--- config.mk ---
export PLATFORM = sky130hd
export DESIGN_NAME = switch_input
export DESIGN_NICKNAME = d
export VERILOG_FILES = /design/src/rtl/switch_input.sv
export SDC_FILE = /design/constraint.sdc
export NUM_CORES = 1
export LEC_CHECK = 0
export CORE_MARGIN = 4
export CORE_UTILIZATION = 50
export CTS_BUF_LIST = sky130_fd_sc_hd__clkbuf_16
export DETAILED_ROUTE_END_ITERATION = 10
export HOLD_SLACK_MARGIN = 0.02
export PLACE_DENSITY = 0.88
export SYNTH_ARGS = -nofsm -noshare
export SYNTH_HDL_FRONTEND = slang
export SYNTH_SLANG_ARGS = --single-unit
--- constraint.sdc ---
create_clock -name clock -period 2.02 [get_ports clock]
set_input_delay 0.404 -clock clock [delete_from_list [all_inputs] [get_ports clock]]
set_output_delay 0.404 -clock clock [all_outputs]
set_load 0.02 [all_outputs]
--- src/rtl/switch_input.sv ---
// switch_input: per-bit synchronizer and debouncer for raw switch pins, with
// one-cycle rise/fall pulses and sticky rise flags that can be cleared.
module switch_input #(
  parameter int unsigned WIDTH         = 4,
  parameter int unsigned STABLE_CYCLES = 4
) (
  input  logic             clock,
  input  logic             n_reset,
  input  logic [WIDTH-1:0] pin_switch,
  input  logic             event_clear,
  output logic [WIDTH-1:0] switch_value,
  output logic [WIDTH-1:0] switch_rise,
  output logic [WIDTH-1:0] switch_fall,
  output logic [WIDTH-1:0] event_flags,
  output logic             event_pending
);

  localparam int unsigned CNT_W = $clog2(STABLE_CYCLES + 1);
  localparam logic [CNT_W-1:0] CNT_LAST = CNT_W'(STABLE_CYCLES - 1);

  logic [WIDTH-1:0] r_s1;
  logic [WIDTH-1:0] r_s2;
  logic [CNT_W-1:0] r_cnt [WIDTH];
  logic [WIDTH-1:0] r_value;
  logic [WIDTH-1:0] r_rise;
  logic [WIDTH-1:0] r_fall;
  logic [WIDTH-1:0] r_flags;
  logic             r_pending;

  logic [WIDTH-1:0] w_diff;
  logic [WIDTH-1:0] w_accept;
  logic [CNT_W-1:0] w_cnt_nxt [WIDTH];
  logic [WIDTH-1:0] w_value_nxt;
  logic [WIDTH-1:0] w_rise_nxt;
  logic [WIDTH-1:0] w_fall_nxt;
  logic [WIDTH-1:0] w_flags_nxt;
  logic             w_pending_nxt;

  // Two-flop synchronizer for the asynchronous switch pins
  always_ff @(posedge clock or negedge n_reset) begin
    if (!n_reset) begin
      r_s1 <= '0;
      r_s2 <= '0;
    end else begin
      r_s1 <= pin_switch;
      r_s2 <= r_s1;
    end
  end

  // Per-bit stability counting, acceptance and sticky-flag next state
  always_comb begin
    w_diff   = '0;
    w_accept = '0;
    for (int i = 0; i < int'(WIDTH); i++) begin
      w_cnt_nxt[i] = '0;
    end
    for (int i = 0; i < int'(WIDTH); i++) begin
      w_diff[i]   = r_s2[i] ^ r_value[i];
      w_accept[i] = w_diff[i] && (r_cnt[i] == CNT_LAST);
      // Counter restarts on a match and on acceptance, so it never passes CNT_LAST
      if (w_diff[i] && !w_accept[i]) begin
        w_cnt_nxt[i] = r_cnt[i] + CNT_W'(1);
      end
    end
    w_value_nxt   = r_value ^ w_accept;
    w_rise_nxt    = w_accept & r_s2;
    w_fall_nxt    = w_accept & ~r_s2;
    // A new rise wins over a coincident clear
    w_flags_nxt   = (event_clear ? '0 : r_flags) | w_rise_nxt;
    w_pending_nxt = |w_flags_nxt;
  end

  // Debounce state and registered outputs
  always_ff @(posedge clock or negedge n_reset) begin
    if (!n_reset) begin
      for (int i = 0; i < int'(WIDTH); i++) begin
        r_cnt[i] <= '0;
      end
      r_value   <= '0;
      r_rise    <= '0;
      r_fall    <= '0;
      r_flags   <= '0;
      r_pending <= 1'b0;
    end else begin
      for (int i = 0; i < int'(WIDTH); i++) begin
        r_cnt[i] <= w_cnt_nxt[i];
      end
      r_value   <= w_value_nxt;
      r_rise    <= w_rise_nxt;
      r_fall    <= w_fall_nxt;
      r_flags   <= w_flags_nxt;
      r_pending <= w_pending_nxt;
    end
  end

  assign switch_value  = r_value;
  assign switch_rise   = r_rise;
  assign switch_fall   = r_fall;
  assign event_flags   = r_flags;
  assign event_pending = r_pending;

endmodule

# --- After elaboration in Yosys (flattened, before gate mapping) ---
# Cells that the tools add are included.
op_classes:
  add_sub_neg: 4
  eq_ne: 4
  muxes: 5
  bitwise: 9
  n_reduce_logical: 13
ops:
  columns: ["cell", "n"]
  rows:
  - ["$add A3 B1 Y3 const B", 4]
  - ["$eq A3 B2 Y1 const B", 4]
  - ["$mux W3", 4]
  - ["$and A4 B4 Y4", 2]
  - ["$logic_and A1 B1 Y1", 8]
  - ["$logic_not A1 Y1", 4]
  - ["$mux W4", 1]
  - ["$not A4 Y4", 1]
  - ["$or A4 B4 Y4", 1]
  - ["$reduce_or A4 Y1", 1]
  - ["$xor A1 B1 Y1", 4]
  - ["$xor A4 B4 Y4", 1]
word_totals:
  register_bits: 37
  input_bits: 7
  out_inout_bits: 17
  word_cells: 46

# --- Logic depth before layout (Yosys ltp) ---
# Gate-level depths: netlist (run 1).
depth:
  depth_word: 5
  depth_mapped: 5
  ltp_nobuf: 5

# --- Least setup slack after synthesis (run 1) ---
# OpenSTA, ideal clock, no wires.
synth_path:
  path_type: "register -> register"
  start: "register r_cnt[3] (netlist name)"
  end: "register r_pending (netlist: event_pending)"
  setup_time_ps: 139
  arrival_ps: 1418
  required_ps: 1881
  slack_ps: 463
  stages_incl_launch_ff: 6
  n_path_buf: 0
  synth_period_minus_slack_ps: 1557
  path_cell_list: "dfrtp_1 > ha_1 > ha_1 > nand2_1 > o22ai_2 > or4_1"
synth_via:
  elab_chain_len: 5
synth_lines:
  columns: ["element", "line", "text"]
  rows:
  - ["start, declared", "23", "logic [CNT_W-1:0] r_cnt [WIDTH];"]
  - ["start signal, assigned by index", "86", "r_cnt[i] <= w_cnt_nxt[i];"]
  - ["$eq A3 B2 Y1", "59", "w_accept[i] = w_diff[i] && (r_cnt[i] == CNT_LAST);"]
  - ["$logic_and A1 B1 Y1", "59", null]
  - ["$and A4 B4 Y4", "66", "w_rise_nxt = w_accept & r_s2;"]
  - ["$or A4 B4 Y4", "69", "w_flags_nxt = (event_clear ? '0 : r_flags) | w_rise_nxt;"]
  - ["named net w_flags_nxt[2]", "36", "logic [WIDTH-1:0] w_flags_nxt;"]
  - ["$reduce_or A4 Y1", "70", "w_pending_nxt = |w_flags_nxt;"]
  - ["named net w_pending_nxt", "37", "logic w_pending_nxt;"]
  - ["end signal, assigned", "92", "r_pending <= w_pending_nxt;"]
  - ["end, declared", "28", "logic r_pending;"]
# The timed path passes the listed nets, and every way through them passes these cells.

==> results of run 1 <==
## layout by cell type, fill, tap and decap left out, drive strengths merged
cell type / synthesis / final
dfrtp: 37 / 37
clkdlybuf4s50: 0 / 22
inv: 16 / 19
nor2: 16 / 16
ha: 8 / 8
clkbuf: 0 / 5
xor2: 4 / 4
nand2b: 4 / 4
nand2: 4 / 4
nor3b: 4 / 4
o21ai: 4 / 4
o22ai: 4 / 4
or4: 1 / 1
buf: 0 / 1
## cell type report
| class | instances | area (sq um) |
|---|---|---|
| multi-input combinational | 49 | 324 |
| clock inverter | 3 | 11.3 |
| sequential | 37 | 926 |
| inverter | 16 | 60.1 |
| tap | 30 | 37.5 |
| clock buffer | 5 | 125 |
| timing repair buffer | 23 | 225 |
| fill | 187 | 768 |
## logic make-up (layout without fill, tap and decap cells)
family | Yosys count | in the layout | share of synthesized area
AND/OR/NAND/NOR | 29 | 29 | 0.105
buffers and inverters | 16 | 47 | 0.0458
flip-flops | 37 | 37 | 0.707
adder cells (fa/ha/maj) | 8 | 8 | 0.0764
XOR/XNOR | 4 | 4 | 0.0267
AO/OA/AOI/OAI | 8 | 8 | 0.0392
## per-stage QoR
| step | instances | hold slack [ps] | power, mW | util | cell area (sq um) |
|---|---|---|---|---|---|
| final | 163 | 208 | 2.27 | 0.690 | 1710 |
| after global routing | 163 | 270 | 2.43 | 0.690 | 1710 |
| after CTS | 163 | 229 | 2.31 | 0.690 | 1710 |
| after detailed placement | 155 | 336 | 1.58 | 0.635 | 1570 |
| after global placement | 155 | 333 | 1.53 | 0.635 | 1570 |
| after floorplan | 102 | 108 | 1.33 | - | 1310 |
## final timing paths
path	endpoint	start	slack [ps]
worst max-delay path	switch_value[2]	flip-flop	260
worst min-delay path	r_s1[3]	n_reset	210
worst max register to register	event_pending	r_cnt[3]	350
worst min register to register	r_s2[2]	r_s1[2]	340
max in group asynchronous	switch_rise[1]	n_reset	1320
min in group clock	r_s2[2]	r_s1[2]	340
## layer usage
layer  wire [microns]  part of all wire
met5                0                 0
met3              141             0.063
met4               49             0.022
met1              871              0.39
met2             1190              0.53
## report_power, final
part	internal [mW]	switching [mW]	total, mW
registers	0.899	0.110	1.01
logic	0.252	0.313	0.565
clock network	0.442	0.256	0.698
==> results_dict.tcl, run 1 <==
set metrics [dict create \
    outcome "completed" \
    die_area_sq_um 3500 \
    grt.busiest_layer "met2" \
    layout.nets 147 \
    viasPerCell 4.89 \
    reg2reg_depth 5 \
    synth_edf_count 0 \
    first_iter_violations 10 \
    fin_crit_ps 1760 \
    synth_top_area_cell "dfrtp_1" \
    path_cells "clkdlybuf4s50_1" \
    rsz0062_at_grt "false" \
    initial_utilization 0.529 \
    hpwlAfterDp_microns 1580 \
    yosysMostFrequentCell "dfrtp_1" \
    synth_top_flop_cell "dfrtp_1" \
    dieHeight_microns 59.2 \
    synthTopCellsByArea "dfrtp_1 (71%), ha_1 (7.6%), inv_1 (4.6%)" \
    slew_headroom 0.480 \
    period_share 0.870 \
    synth_area_sq_um 1310 \
    grt_first_pass_wirelength_microns 3960 \
    crit_fanout 5 \
    ir_worst_vdd_mv 1.03 \
    synthCells 102 \
    area_delta_synth_final_pct 30.5 \
    setup_ws_ps 262 \
    htreeDepth 2 \
    cts_hold_buf 0 \
    min_path_type "input port to asynchronous set/reset pin" \
    synthTopCellsByCount "dfrtp_1 (37), inv_1 (16), nor2_1 (16), ha_1 (8)" \
    ys_warn_count 0 \
    antenna_found_initial 0 \
    seq_area_frac_synth 0.707 \
    final_hold_viol_count 0 \
    path_class "flip-flop to primary output" \
    postRouteAntennaNets 0 \
    clkSlewWorstSetupHoldPaths_ps 50 \
    path_delay_family "buffers and inverters" \
    grt_use_met2 0.262 \
    critPathSlowestCell "clkdlybuf4s50_1" \
    core_sq_um 2480 \
    overflow 0 \
    syn-num-nets 117 \
    grt_max_degree 38 \
    drive_gt1_frac 0.0526 \
    max_stage_delay_ps 640 \
    pre_cts_ws_ps 277 \
    cts_tree "done" \
    vias 797 \
    post_synth.cell_area_avg_sq_um 12.8 \
    fin_tns_setup_ps 0 \
    dr.pass1.iters 4 \
    tightest_slew_ps 780 \
    path_depth 1 \
    root_buffer "clkbuf_16" \
    cp.required_ps 1620 \
    fp.dieW_microns 59.2 \
    maxSlewViolCount 0 \
    gr-usage-met3 0.0784 \
    cts_made_buffers 5 \
    wire_per_inst_microns 13.8 \
    diodes 0 \
    wirelength_microns 2250 \
    worstSetupStartpointType "flip-flop" \
    end_kind "primary output" \
    fmax_ghz 0.569 \
    grtUsageTotal 0.163 \
    arrival_ps 1350 \
    rows 18 \
    async_reset_ff_frac 1.00 \
    ioPinCount 24 \
    cts_resized 0 \
    cp.buffers_inverters 1 \
    gp_congestion 0.671 \
    power_density_nw_per_um2 1330 \
    grtUsageMet1 0.185 \
    grt_pass1_vias 870 \
    cap_viol_max_count 0 \
    cts_buffer_depth 2 \
    netlist.area_leader.share 0.707 \
    portBuffers 23 \
    cts_setup_buffers 0 \
    p_leak_nw 0.836 \
    finalSetupViolations 0 \
    drc_errors 0 \
    clock-sinks 37 \
    clk_latency_ps 280 \
    clock-skew-final_ps 3.54 \
    synth_seq_cells 37 \
    synth_cell_types 12 \
]
No activity file was read; power rests on OpenSTA's default activity.
==> run 2: changes to the inputs <==
--- a/config.mk
+++ b/config.mk
@@ -11,6 +11,7 @@
 export DETAILED_ROUTE_END_ITERATION = 10
 export HOLD_SLACK_MARGIN = 0.02
 export PLACE_DENSITY = 0.88
+export SLEW_MARGIN = 15
 export SYNTH_ARGS = -nofsm -noshare
 export SYNTH_HDL_FRONTEND = slang
 export SYNTH_SLANG_ARGS = --single-unit
==> results of run 2 <==
No change in the layout: final DEF, timing and power equal those of run 1.
==> run 3: changes to the inputs <==
--- a/config.mk
+++ b/config.mk
@@ -5,6 +5,7 @@
 export SDC_FILE = /design/constraint.sdc
 export NUM_CORES = 1
 export LEC_CHECK = 0
+export CORE_ASPECT_RATIO = 1.2
 export CORE_MARGIN = 4
 export CORE_UTILIZATION = 50
 export CTS_BUF_LIST = sky130_fd_sc_hd__clkbuf_16
==> run 3 against run 2 <==
Sequential cell count stayed put. Sequential share of layout area is 0.39 points lower. Critical path depth stayed put. Power is 1.8% lower. Via count is 0.25% lower. Global-route usage is 1.8 points lower. Die area hardly changed.
==> results_dict.tcl, run 3 (synthesis results as in run 1) <==
set metrics [dict create \
    fin_tns_setup_ps 0 \
    power_density_nw_per_um2 1300 \
    fin_area_sq_um 1720 \
    clkSlewWorstSetupHoldPaths_ps 50 \
    period_share 0.867 \
    p_total_mw 2.23 \
    clk_latency_ps 270 \
    hold_depth 0 \
    cts_made_buffers 5 \
    postRouteAntennaNets 0 \
    vias 795 \
    cts_buffer_depth 2 \
    root_buffer "clkbuf_16" \
    path_delay_family "buffers and inverters" \
    dr.pass1.iters 4 \
    p_leak_nw 0.831 \
    rows 20 \
    gp_congestion 0.633 \
    htreeDepth 2 \
    final_hold_viol_count 0 \
    min_to "r_s2[1]" \
    core_sq_um 2530 \
    critPathSlowestCell "clkdlybuf4s50_1" \
    finalSetupViolations 0 \
    cts_tree "done" \
    cts_resized 0 \
    pre_cts_ws_ps 292 \
    drc_errors 0 \
    setup_ws_ps 269 \
    antenna_found_initial 0 \
    initial_utilization 0.518 \
    r2r_end "event_pending" \
    regToRegStartpoint "r_cnt[3]" \
    fp.dieW_microns 54.7 \
    clock-skew-final_ps 4.57 \
    wire_per_inst_microns 11.5 \
    mostFrequentLayoutCell "dfrtp_1" \
    path_cells "clkdlybuf4s50_1" \
    fmax_ghz 0.571 \
    r2r_setup_slack_ps 340 \
    drive_gt1_frac 0.0526 \
    maxSlewViolCount 0 \
    first_iter_violations 23 \
    area_delta_synth_final_pct 31.4 \
    worstHoldStart "r_s1[1]" \
    grtUsageTotal 0.145 \
    diodes 0 \
    slew_headroom 0.701 \
    placed_area_sq_um 1590 \
    rsz0062_at_grt "false" \
    cts_hold_buf 0 \
    worstSetupStartpointType "flip-flop" \
    reg2reg_depth 5 \
    outcome "completed" \
    overflow 0 \
    viasPerCell 4.79 \
    hpwlAfterDp_microns 1340 \
    crit_fanout 5 \
    final_cell_mix "dfrtp_1 (37), clkdlybuf4s50_1 (23), inv_1 (17)" \
    layout.nets 148 \
    cts_setup_buffers 0 \
    arrival_ps 1350 \
    fin_crit_ps 1750 \
    min_path_type "flip-flop to flip-flop" \
    cap_viol_max_count 0 \
    ioPinCount 24 \
    grt_max_degree 38 \
    cp.required_ps 1620 \
    grt_pass1_vias 835 \
    wirelength_microns 1900 \
    cp.buffers_inverters 1 \
    grt_first_pass_wirelength_microns 3520 \
    tightest_slew_ps 448 \
    dieHeight_microns 64.1 \
    ir_worst_vdd_mv 0.944 \
    path_class "flip-flop to primary output" \
    end_kind "primary output" \
    portBuffers 23 \
    max_stage_delay_ps 640 \
    die_area_sq_um 3510 \
    clock-sinks 37 \
]
run 3: area by class of cell:
| cell class | instances | area (sq um) |
|---|---|---|
| Sequential cell | 37 | 926 |
| Fill cell | 179 | 806 |
| Clock buffer | 5 | 125 |
| Clock inverter | 2 | 7.51 |
| Timing Repair Buffer | 24 | 238 |
| Multi-Input combinational cell | 49 | 324 |
| Tap cell | 33 | 41.3 |
| Inverter | 16 | 60.1 |
run 3: worst max-delay path by stage:
| stage | start | end | slack (ps) | cells after the start |
|---|---|---|---|---|
| floorplan | r_cnt[3] | event_pending | 460 | 5 |
| global placement | event_clear | event_pending | 330 | 3 |
| detailed placement | event_clear | event_pending | 290 | 3 |
| CTS | flip-flop | switch_value[0] | 260 | 1 |
| global route | flip-flop | switch_value[0] | 200 | 1 |
| finish | flip-flop | switch_value[1] | 270 | 1 |
run 3: where the power goes:
group	internal, mW	total [mW]	leakage [nW]	switching (mW)
Clock	0.439	0.684	0.0685	0.245
Sequential	0.899	1.00	0.482	0.103
Combinational	0.250	0.546	0.281	0.296
run 3: routing by layer:
metal	global-route usage	up-vias	wire length [microns]
li1	-	382	-
met5	0	-	0
met1	0.160	386	774
met4	0.0654	0	45
met3	0.0816	6	147
met2	0.222	21	936
run 3: per-stage QoR:
step / util / hold WS [ps] / cells
finish: 0.681 / 343 / 166
global route: 0.681 / 351 / 166
CTS: 0.681 / 346 / 166
detailed placement: 0.629 / 338 / 159
global placement: 0.629 / 333 / 159
floorplan: - / 108 / 102
run 3: worst reg2reg max path, cell delays in order, from the launching register on:
cell,delay [ps]
dfrtp_1,370
ha_1,200
ha_1,210
nand2_1,130
o22ai_2,90
or4_1,540
